`src/rtl/pal_pkg.sv`:
```
// -----------------------------------------------------------------------------
// pal_pkg
// Shared types and constants for the palette RAM CPU port.
//   - pal_state_e : CPU bus-cycle sequencer states
//   - pal_tag_e   : which CPU read byte (if any) the RAM port issued last cycle
//   - RAM_AW/RAM_DW : palette RAM byte address / data width
//   - READBACK_FILL : value returned on reads when RAM read-back is compiled out
// -----------------------------------------------------------------------------
package pal_pkg;

    localparam int          RAM_AW        = 13;
    localparam int          RAM_DW        = 8;
    localparam logic [15:0] READBACK_FILL = 16'hFFFF;

    typedef enum logic [2:0] {
        ST_IDLE = 3'd0,
        ST_HI   = 3'd1,
        ST_LO   = 3'd2,
        ST_CAP  = 3'd3,
        ST_ACK  = 3'd4
    } pal_state_e;

    typedef enum logic [1:0] {
        TAG_NONE = 2'd0,
        TAG_HI   = 2'd1,
        TAG_LO   = 2'd2
    } pal_tag_e;

endpackage

```
`src/rtl/pal_port_arb.sv`:
```
// -----------------------------------------------------------------------------
// pal_port_arb
// Registered palette RAM port mux. Video always wins the port; a CPU byte
// access is only placed on the port in a cycle with no video request.
// Ports:
//   clk, reset          : clock, synchronous active-high reset
//   vid_en, vid_addr    : video lookup request and address for this cycle
//   cpu_req             : CPU byte access wanted this cycle
//   cpu_rd              : 1 = read, 0 = write
//   cpu_lane_lo         : 1 = low (odd) byte, 0 = high (even) byte
//   cpu_addr, cpu_wdata : CPU byte address and write data
//   ram_addr/ram_we/ram_din : registered RAM port
//   issued_tag          : CPU read byte issued alongside ram_addr (pal_tag_e)
// -----------------------------------------------------------------------------
module pal_port_arb #(
    parameter int RAM_AW = 13,
    parameter int RAM_DW = 8
) (
    input  logic              clk,
    input  logic              reset,
    input  logic              vid_en,
    input  logic [RAM_AW-1:0] vid_addr,
    input  logic              cpu_req,
    input  logic              cpu_rd,
    input  logic              cpu_lane_lo,
    input  logic [RAM_AW-1:0] cpu_addr,
    input  logic [RAM_DW-1:0] cpu_wdata,
    output logic [RAM_AW-1:0] ram_addr,
    output logic              ram_we,
    output logic [RAM_DW-1:0] ram_din,
    output logic [1:0]        issued_tag
);
    import pal_pkg::*;

    logic [RAM_AW-1:0] ram_addr_q, ram_addr_d;
    logic [RAM_DW-1:0] ram_din_q,  ram_din_d;
    logic              ram_we_q,   ram_we_d;
    pal_tag_e          tag_q,      tag_d;

    always_comb begin
        ram_addr_d = ram_addr_q;
        ram_din_d  = ram_din_q;
        ram_we_d   = 1'b0;
        tag_d      = TAG_NONE;
        if (vid_en) begin
            // Video lookups are read-only and never tagged, so they can
            // never land in CPU_DOUT.
            ram_addr_d = vid_addr;
        end else if (cpu_req) begin
            ram_addr_d = cpu_addr;
            ram_din_d  = cpu_wdata;
            ram_we_d   = ~cpu_rd;
            if (cpu_rd) begin
                tag_d = cpu_lane_lo ? TAG_LO : TAG_HI;
            end
        end
    end

    always_ff @(posedge clk) begin
        if (reset) begin
            ram_addr_q <= '0;
            ram_din_q  <= '0;
            ram_we_q   <= 1'b0;
            tag_q      <= TAG_NONE;
        end else begin
            ram_addr_q <= ram_addr_d;
            ram_din_q  <= ram_din_d;
            ram_we_q   <= ram_we_d;
            tag_q      <= tag_d;
        end
    end

    assign ram_addr   = ram_addr_q;
    assign ram_we     = ram_we_q;
    assign ram_din    = ram_din_q;
    assign issued_tag = tag_q;

endmodule

```
`src/rtl/pal_cpu_port.sv`:
```
// -----------------------------------------------------------------------------
// pal_cpu_port
// Palette RAM writer/arbiter. Turns one 68000 word bus cycle in the palette
// window into up to two byte accesses (high byte at {A,0}, low byte at {A,1})
// on the shared 8-bit palette RAM port, yields to video every cycle VID_EN is
// high, and generates nDTACK.
// Optional feature macro: PAL_READBACK_EN
//   defined   : reads fetch both lanes from RAM into CPU_DOUT
//   undefined : reads touch no RAM and return 16'hFFFF after 1 clk
// Ports:
//   clk, reset                 : clock, synchronous active-high reset
//   PAL_CS, nAS, nUDS, nLDS, RW: 68k bus cycle qualifiers (synchronised)
//   CPU_ADDR, CPU_DIN          : word address A[12:1], write data
//   CPU_DOUT, nDTACK           : read data (held), data acknowledge
//   VID_EN, VID_ADDR           : video lookup slot request and address
//   RAM_ADDR/RAM_WE/RAM_DIN    : registered palette RAM port
//   RAM_DOUT                   : RAM read data, valid 1 clk after RAM_ADDR
//   dbg_state                  : current sequencer state (pal_state_e)
// -----------------------------------------------------------------------------
module pal_cpu_port #(
    parameter int RAM_AW = 13,
    parameter int RAM_DW = 8
) (
    input  logic              clk,
    input  logic              reset,
    input  logic              PAL_CS,
    input  logic              nAS,
    input  logic              nUDS,
    input  logic              nLDS,
    input  logic              RW,
    input  logic [11:0]       CPU_ADDR,
    input  logic [15:0]       CPU_DIN,
    output logic [15:0]       CPU_DOUT,
    output logic              nDTACK,
    input  logic              VID_EN,
    input  logic [RAM_AW-1:0] VID_ADDR,
    output logic [RAM_AW-1:0] RAM_ADDR,
    output logic              RAM_WE,
    output logic [RAM_DW-1:0] RAM_DIN,
    input  logic [RAM_DW-1:0] RAM_DOUT,
    output logic [2:0]        dbg_state
);
    import pal_pkg::*;

    pal_state_e  state_q,   state_d;
    logic        rw_q,      rw_d;
    logic        uds_n_q,   uds_n_d;
    logic        lds_n_q,   lds_n_d;
    logic [11:0] addr_q,    addr_d;
    logic [15:0] din_q,     din_d;
    logic [15:0] dout_q,    dout_d;
    logic        dtack_n_q, dtack_n_d;

    logic              cpu_req;
    logic              cpu_lane_lo;
    logic [RAM_AW-1:0] cpu_addr;
    logic [RAM_DW-1:0] cpu_wdata;

`ifdef PAL_READBACK_EN
    logic [1:0] tag_q;
`else
    logic [1:0] unused_tag;
    logic       unused_ram_dout;
    assign unused_ram_dout = ^RAM_DOUT;
`endif

    // A lane is issued from its own state; a skipped lane still spends the
    // state's cycle so word and byte accesses share the same timing.
    assign cpu_lane_lo = (state_q == ST_LO);
    assign cpu_req     = ((state_q == ST_HI) && !uds_n_q) ||
                         ((state_q == ST_LO) && !lds_n_q);
    assign cpu_addr    = {addr_q, cpu_lane_lo};
    assign cpu_wdata   = cpu_lane_lo ? din_q[7:0] : din_q[15:8];

    pal_port_arb #(
        .RAM_AW (RAM_AW),
        .RAM_DW (RAM_DW)
    ) u_arb (
        .clk         (clk),
        .reset       (reset),
        .vid_en      (VID_EN),
        .vid_addr    (VID_ADDR),
        .cpu_req     (cpu_req),
        .cpu_rd      (rw_q),
        .cpu_lane_lo (cpu_lane_lo),
        .cpu_addr    (cpu_addr),
        .cpu_wdata   (cpu_wdata),
        .ram_addr    (RAM_ADDR),
        .ram_we      (RAM_WE),
        .ram_din     (RAM_DIN),
`ifdef PAL_READBACK_EN
        .issued_tag  (tag_q)
`else
        .issued_tag  (unused_tag)
`endif
    );

    always_comb begin
        state_d   = state_q;
        rw_d      = rw_q;
        uds_n_d   = uds_n_q;
        lds_n_d   = lds_n_q;
        addr_d    = addr_q;
        din_d     = din_q;
        dout_d    = dout_q;
        dtack_n_d = dtack_n_q;

        case (state_q)
            ST_IDLE: begin
                dtack_n_d = 1'b1;
                if (PAL_CS && !nAS) begin
                    // Everything is latched here so later PAL_CS/bus changes
                    // cannot disturb the access in flight.
                    rw_d    = RW;
                    uds_n_d = nUDS;
                    lds_n_d = nLDS;
                    addr_d  = CPU_ADDR;
                    din_d   = CPU_DIN;
`ifdef PAL_READBACK_EN
                    state_d = ST_HI;
`else
                    if (RW) begin
                        state_d = ST_ACK;
                        dout_d  = READBACK_FILL;
                    end else begin
                        state_d = ST_HI;
                    end
`endif
                end
            end
            ST_HI: begin
                if (!VID_EN) begin
                    state_d = ST_LO;
                end
            end
            ST_LO: begin
                if (!VID_EN) begin
`ifdef PAL_READBACK_EN
                    state_d = rw_q ? ST_CAP : ST_ACK;
`else
                    state_d = ST_ACK;
`endif
                end
            end
`ifdef PAL_READBACK_EN
            ST_CAP: begin
                // The low-lane tag issued on entry is consumed on this edge,
                // so every outstanding byte is in CPU_DOUT when ACK starts.
                state_d = ST_ACK;
            end
`endif
            ST_ACK: begin
                if (nAS) begin
                    dtack_n_d = 1'b1;
                    state_d   = ST_IDLE;
                end else begin
                    dtack_n_d = 1'b0;
                end
            end
            default: begin
                state_d = ST_IDLE;
            end
        endcase

`ifdef PAL_READBACK_EN
        // The tag travels with RAM_ADDR, so RAM_DOUT this cycle belongs to it.
        case (tag_q)
            TAG_HI:  dout_d[15:8] = RAM_DOUT;
            TAG_LO:  dout_d[7:0]  = RAM_DOUT;
            default: ;
        endcase
`endif
    end

    always_ff @(posedge clk) begin
        if (reset) begin
            state_q   <= ST_IDLE;
            rw_q      <= 1'b1;
            uds_n_q   <= 1'b1;
            lds_n_q   <= 1'b1;
            addr_q    <= '0;
            din_q     <= '0;
            dout_q    <= '0;
            dtack_n_q <= 1'b1;
        end else begin
            state_q   <= state_d;
            rw_q      <= rw_d;
            uds_n_q   <= uds_n_d;
            lds_n_q   <= lds_n_d;
            addr_q    <= addr_d;
            din_q     <= din_d;
            dout_q    <= dout_d;
            dtack_n_q <= dtack_n_d;
        end
    end

    assign CPU_DOUT  = dout_q;
    assign nDTACK    = dtack_n_q;
    assign dbg_state = state_q;

endmodule

```
`config.mk`:
```
export PLATFORM = sky130hd
export DESIGN_NAME = pal_cpu_port
export DESIGN_NICKNAME = d
export VERILOG_FILES = /design/src/rtl/pal_pkg.sv /design/src/rtl/pal_port_arb.sv /design/src/rtl/pal_cpu_port.sv
export SDC_FILE = /design/constraint.sdc
export NUM_CORES = 1
export LEC_CHECK = 0
export ABC_AREA = 0
export ABC_CLOCK_PERIOD_IN_PS = 3800
export CORE_ASPECT_RATIO = 1.5
export CORE_MARGIN = 2
export CORE_UTILIZATION = 42
export DETAILED_ROUTE_END_ITERATION = 8
export GPL_ROUTABILITY_DRIVEN = 0
export PLACE_DENSITY_LB_ADDON = 0.05
export SLEW_MARGIN = 20
export SYNTH_ARGS = -nofsm -noshare
export SYNTH_HDL_FRONTEND = slang
export SYNTH_SLANG_ARGS = --single-unit
export TNS_END_PERCENT = 5
```
`constraint.sdc`:
```
create_clock -name clk -period 3.8 [get_ports clk]
set_input_delay 0.57 -clock clk [delete_from_list [all_inputs] [get_ports clk]]
set_output_delay 0.57 -clock clk [all_outputs]
set_load 0.03 [all_outputs]
```
==> results.ini <==
[timing]
clock.fmax_mhz=399.8
hold_ws_ps=434.5
fin_setup_tns_ps=0
rsz0062_at_grt=false
setup_violations=0
worst_slack_ps=1299
fin_worst_skew_ps=9.002
finalCritPeriodShare=0.6582
worst_pin_slew_ps=984.7
drv_slew=0
relSlewSlack=0.3418
layout_min_cycle_time_ps=2501
hold_viol=0

[yosys]
synth_top_area_frac=0.4379
syn_area_per_cell_sq_um=8.259
ys_types=29
synth_fa_ha_area_frac=0
synth_area_sq_mm=0.002651
ys_ff_latch=58
synth_nets=378
synth-simple-area-share=0.2001
synth_compound_area_frac=0.2355
ys_seq_area_frac=0.4379
yosys-top-cells-area=dfxtp_1 (44%), nand3_1 (9.6%), o21ai_0 (8.1%), a21oi_1 (6.8%), buf_4 (4.2%)
synthMuxAreaShare=0.03020
syn_inst=321
synth_xor_area_frac=0
yosys.area.top_type=dfxtp_1
synth_top_family_by_area=compound AO/OA/AOI/OAI gates
yosysWarnings=0

[worst_setup_path]
critPathArrivalTime_ps=1930
crit_buf_inv=1
worst_setup_path_start_kind=flip-flop
path_cells=clkdlybuf4s50_1
r2r_slack_ps=1400
slowest_stage=clkdlybuf4s50_1
crit_type=flip-flop to output port
critPathMaxFanout=24
required_ps=3230
slowest_delay_ps=810
critical-path-top-delay-family=buffers and inverters
cp-end-kind=output port

[flow_run]
drv_cap=0

[cts]
insertion_delay_ps=340
ctsResizeCount=0
clockBufferDepth=2
cts_setup_buffers=0
htreeDepth=3
numCtsBuffers=9
path_clk_slew_ps=70
cts_hold_buf=0
tritoncts=done
cts_root_buffer=clkbuf_8
numClockSinks=58

[power]
power_leakage_nw=1.193
p_per_area_mw_per_mm2=411.2
vdd_drop_max_v=0.0002379
total_power_mw=1.506

[placed_design]
placed_area_sq_mm=0.003442
port_buffers=90
post-place-ws_ps=1249
hpwlAfterDp_um=4631

[finish]
antenna_cells=0
n_fill_cell=615
layout-drive-gt1-share=0.06527
syn_to_final_growth_pct=38.13
final_common_cell=clkdlybuf4s50_1
final_area_sq_mm=0.003662
nNetsFinal=435
mostFrequentLayoutCells=clkdlybuf4s50_1 (89), dfxtp_1 (58), nand3_1 (51)

[global_routing]
grt_overflow=0
antenna_found_initial=0
grtUsageTotal=0.2082
grt_pass1_vias=2275
grt_max_degree=32
grt_pass1_wl_um=10850

[die]
die_h_um=101.3
core_sq_mm=0.006131
fp.dieW_um=68.87
initial_core_util=0.4324
ios=99
dieArea_sq_mm=0.006977
rows=35

[routing]
post_drt_wl_per_cell_um=15.13
drc=0
ant_nets=0
drt_iter0_markers=139
via_per_inst=5.497
drt_wl_total_um=6914
first_pass_iters=4
vias=2512

[outcome]
status=finished clean

[worst_hold_path]
hold_path.class=flip-flop to flip-flop

==> per-layer routing <==
layer,track usage,wire length (um)
met4,0.1056,139
met5,0,0
met3,0.05556,470
met2,0.3395,3458
met1,0.2462,2845
==> cell families (layout without fill, tap and decap cells) <==
group	Yosys count	after routing
multiplexers	8	8
flip-flops	58	58
AO/OA/AOI/OAI	107	107
AND/OR/NAND/NOR	96	96
buffers and inverters	52	114
==> cell usage after synthesis <==
cell type / instances
a211o_1: 1
a211oi_1: 1
a21oi_1: 36
a311oi_1: 12
buf_2: 3
buf_4: 15
clkbuf_1: 30
clkinv_1: 1
dfxtp_1: 58
inv_1: 3
mux2i_1: 8
nand2_1: 5
nand3_1: 51
nor2_1: 13
nor2b_1: 7
nor3_1: 2
nor3b_1: 7
nor4_1: 1
nor4b_1: 3
nor4b_2: 1
o211ai_1: 5
o21ai_0: 43
o21ai_1: 1
o21bai_1: 4
o311ai_0: 4
or2_2: 1
or3b_1: 2
or4b_1: 1
or4b_2: 2
==> area by class of cell <==
type | count | area [sq um] | share of cell area
Multi-Input combinational cell | 211 | 1247 | 0.3406
Sequential cell | 58 | 1161 | 0.3170
Timing Repair Buffer | 94 | 925.9 | 0.2528
Clock buffer | 12 | 145.1 | 0.03963
Tap cell | 74 | 92.59 | 0.02528
Clock inverter | 4 | 75.07 | 0.02050
Inverter | 4 | 15.01 | 0.004100
==> path summary, 6_finish.rpt <==
kind,from,endpoint,cells after the start
setup / recovery,dbg_state[1]$_SDFFE_PP0P_,dbg_state[1],1
hold / removal,rw_q$_SDFFE_PP1P_,u_arb.ram_we$_SDFF_PP0_,1
setup reg to reg,dbg_state[1]$_SDFFE_PP0P_,u_arb.ram_din[1]$_SDFFE_PP0P_,4
hold reg to reg,rw_q$_SDFFE_PP1P_,u_arb.ram_we$_SDFF_PP0_,1
==> registers in the layout (all words and copies together), names as in the netlist <==
signal	count
din_q	16
u_arb.ram_din	8
nDTACK	1
CPU_DOUT	1
u_arb.ram_addr	13
rw_q	1
lds_n_q	1
dbg_state	3
u_arb.ram_we	1
uds_n_q	1
addr_q	12
==> power breakdown <==
part / switching, mW / internal, mW / total [mW] / leakage, nW
Clock: 0.240 / 0.387 / 0.628 / 0.103
Combinational: 0.112 / 0.107 / 0.219 / 0.616
Sequential: 0.0214 / 0.638 / 0.659 / 0.475
Total: 0.374 / 1.13 / 1.51 / 1.19
==> through the flow <==
step / cells / util
2_1_floorplan: 321 / -
3_3_place_gp: 441 / 0.5614
3_5_place_dp: 441 / 0.5614
4_1_cts: 457 / 0.5973
5_1_grt: 457 / 0.5973
6_report: 457 / 0.5973
Power figures use the tool's default switching activity.
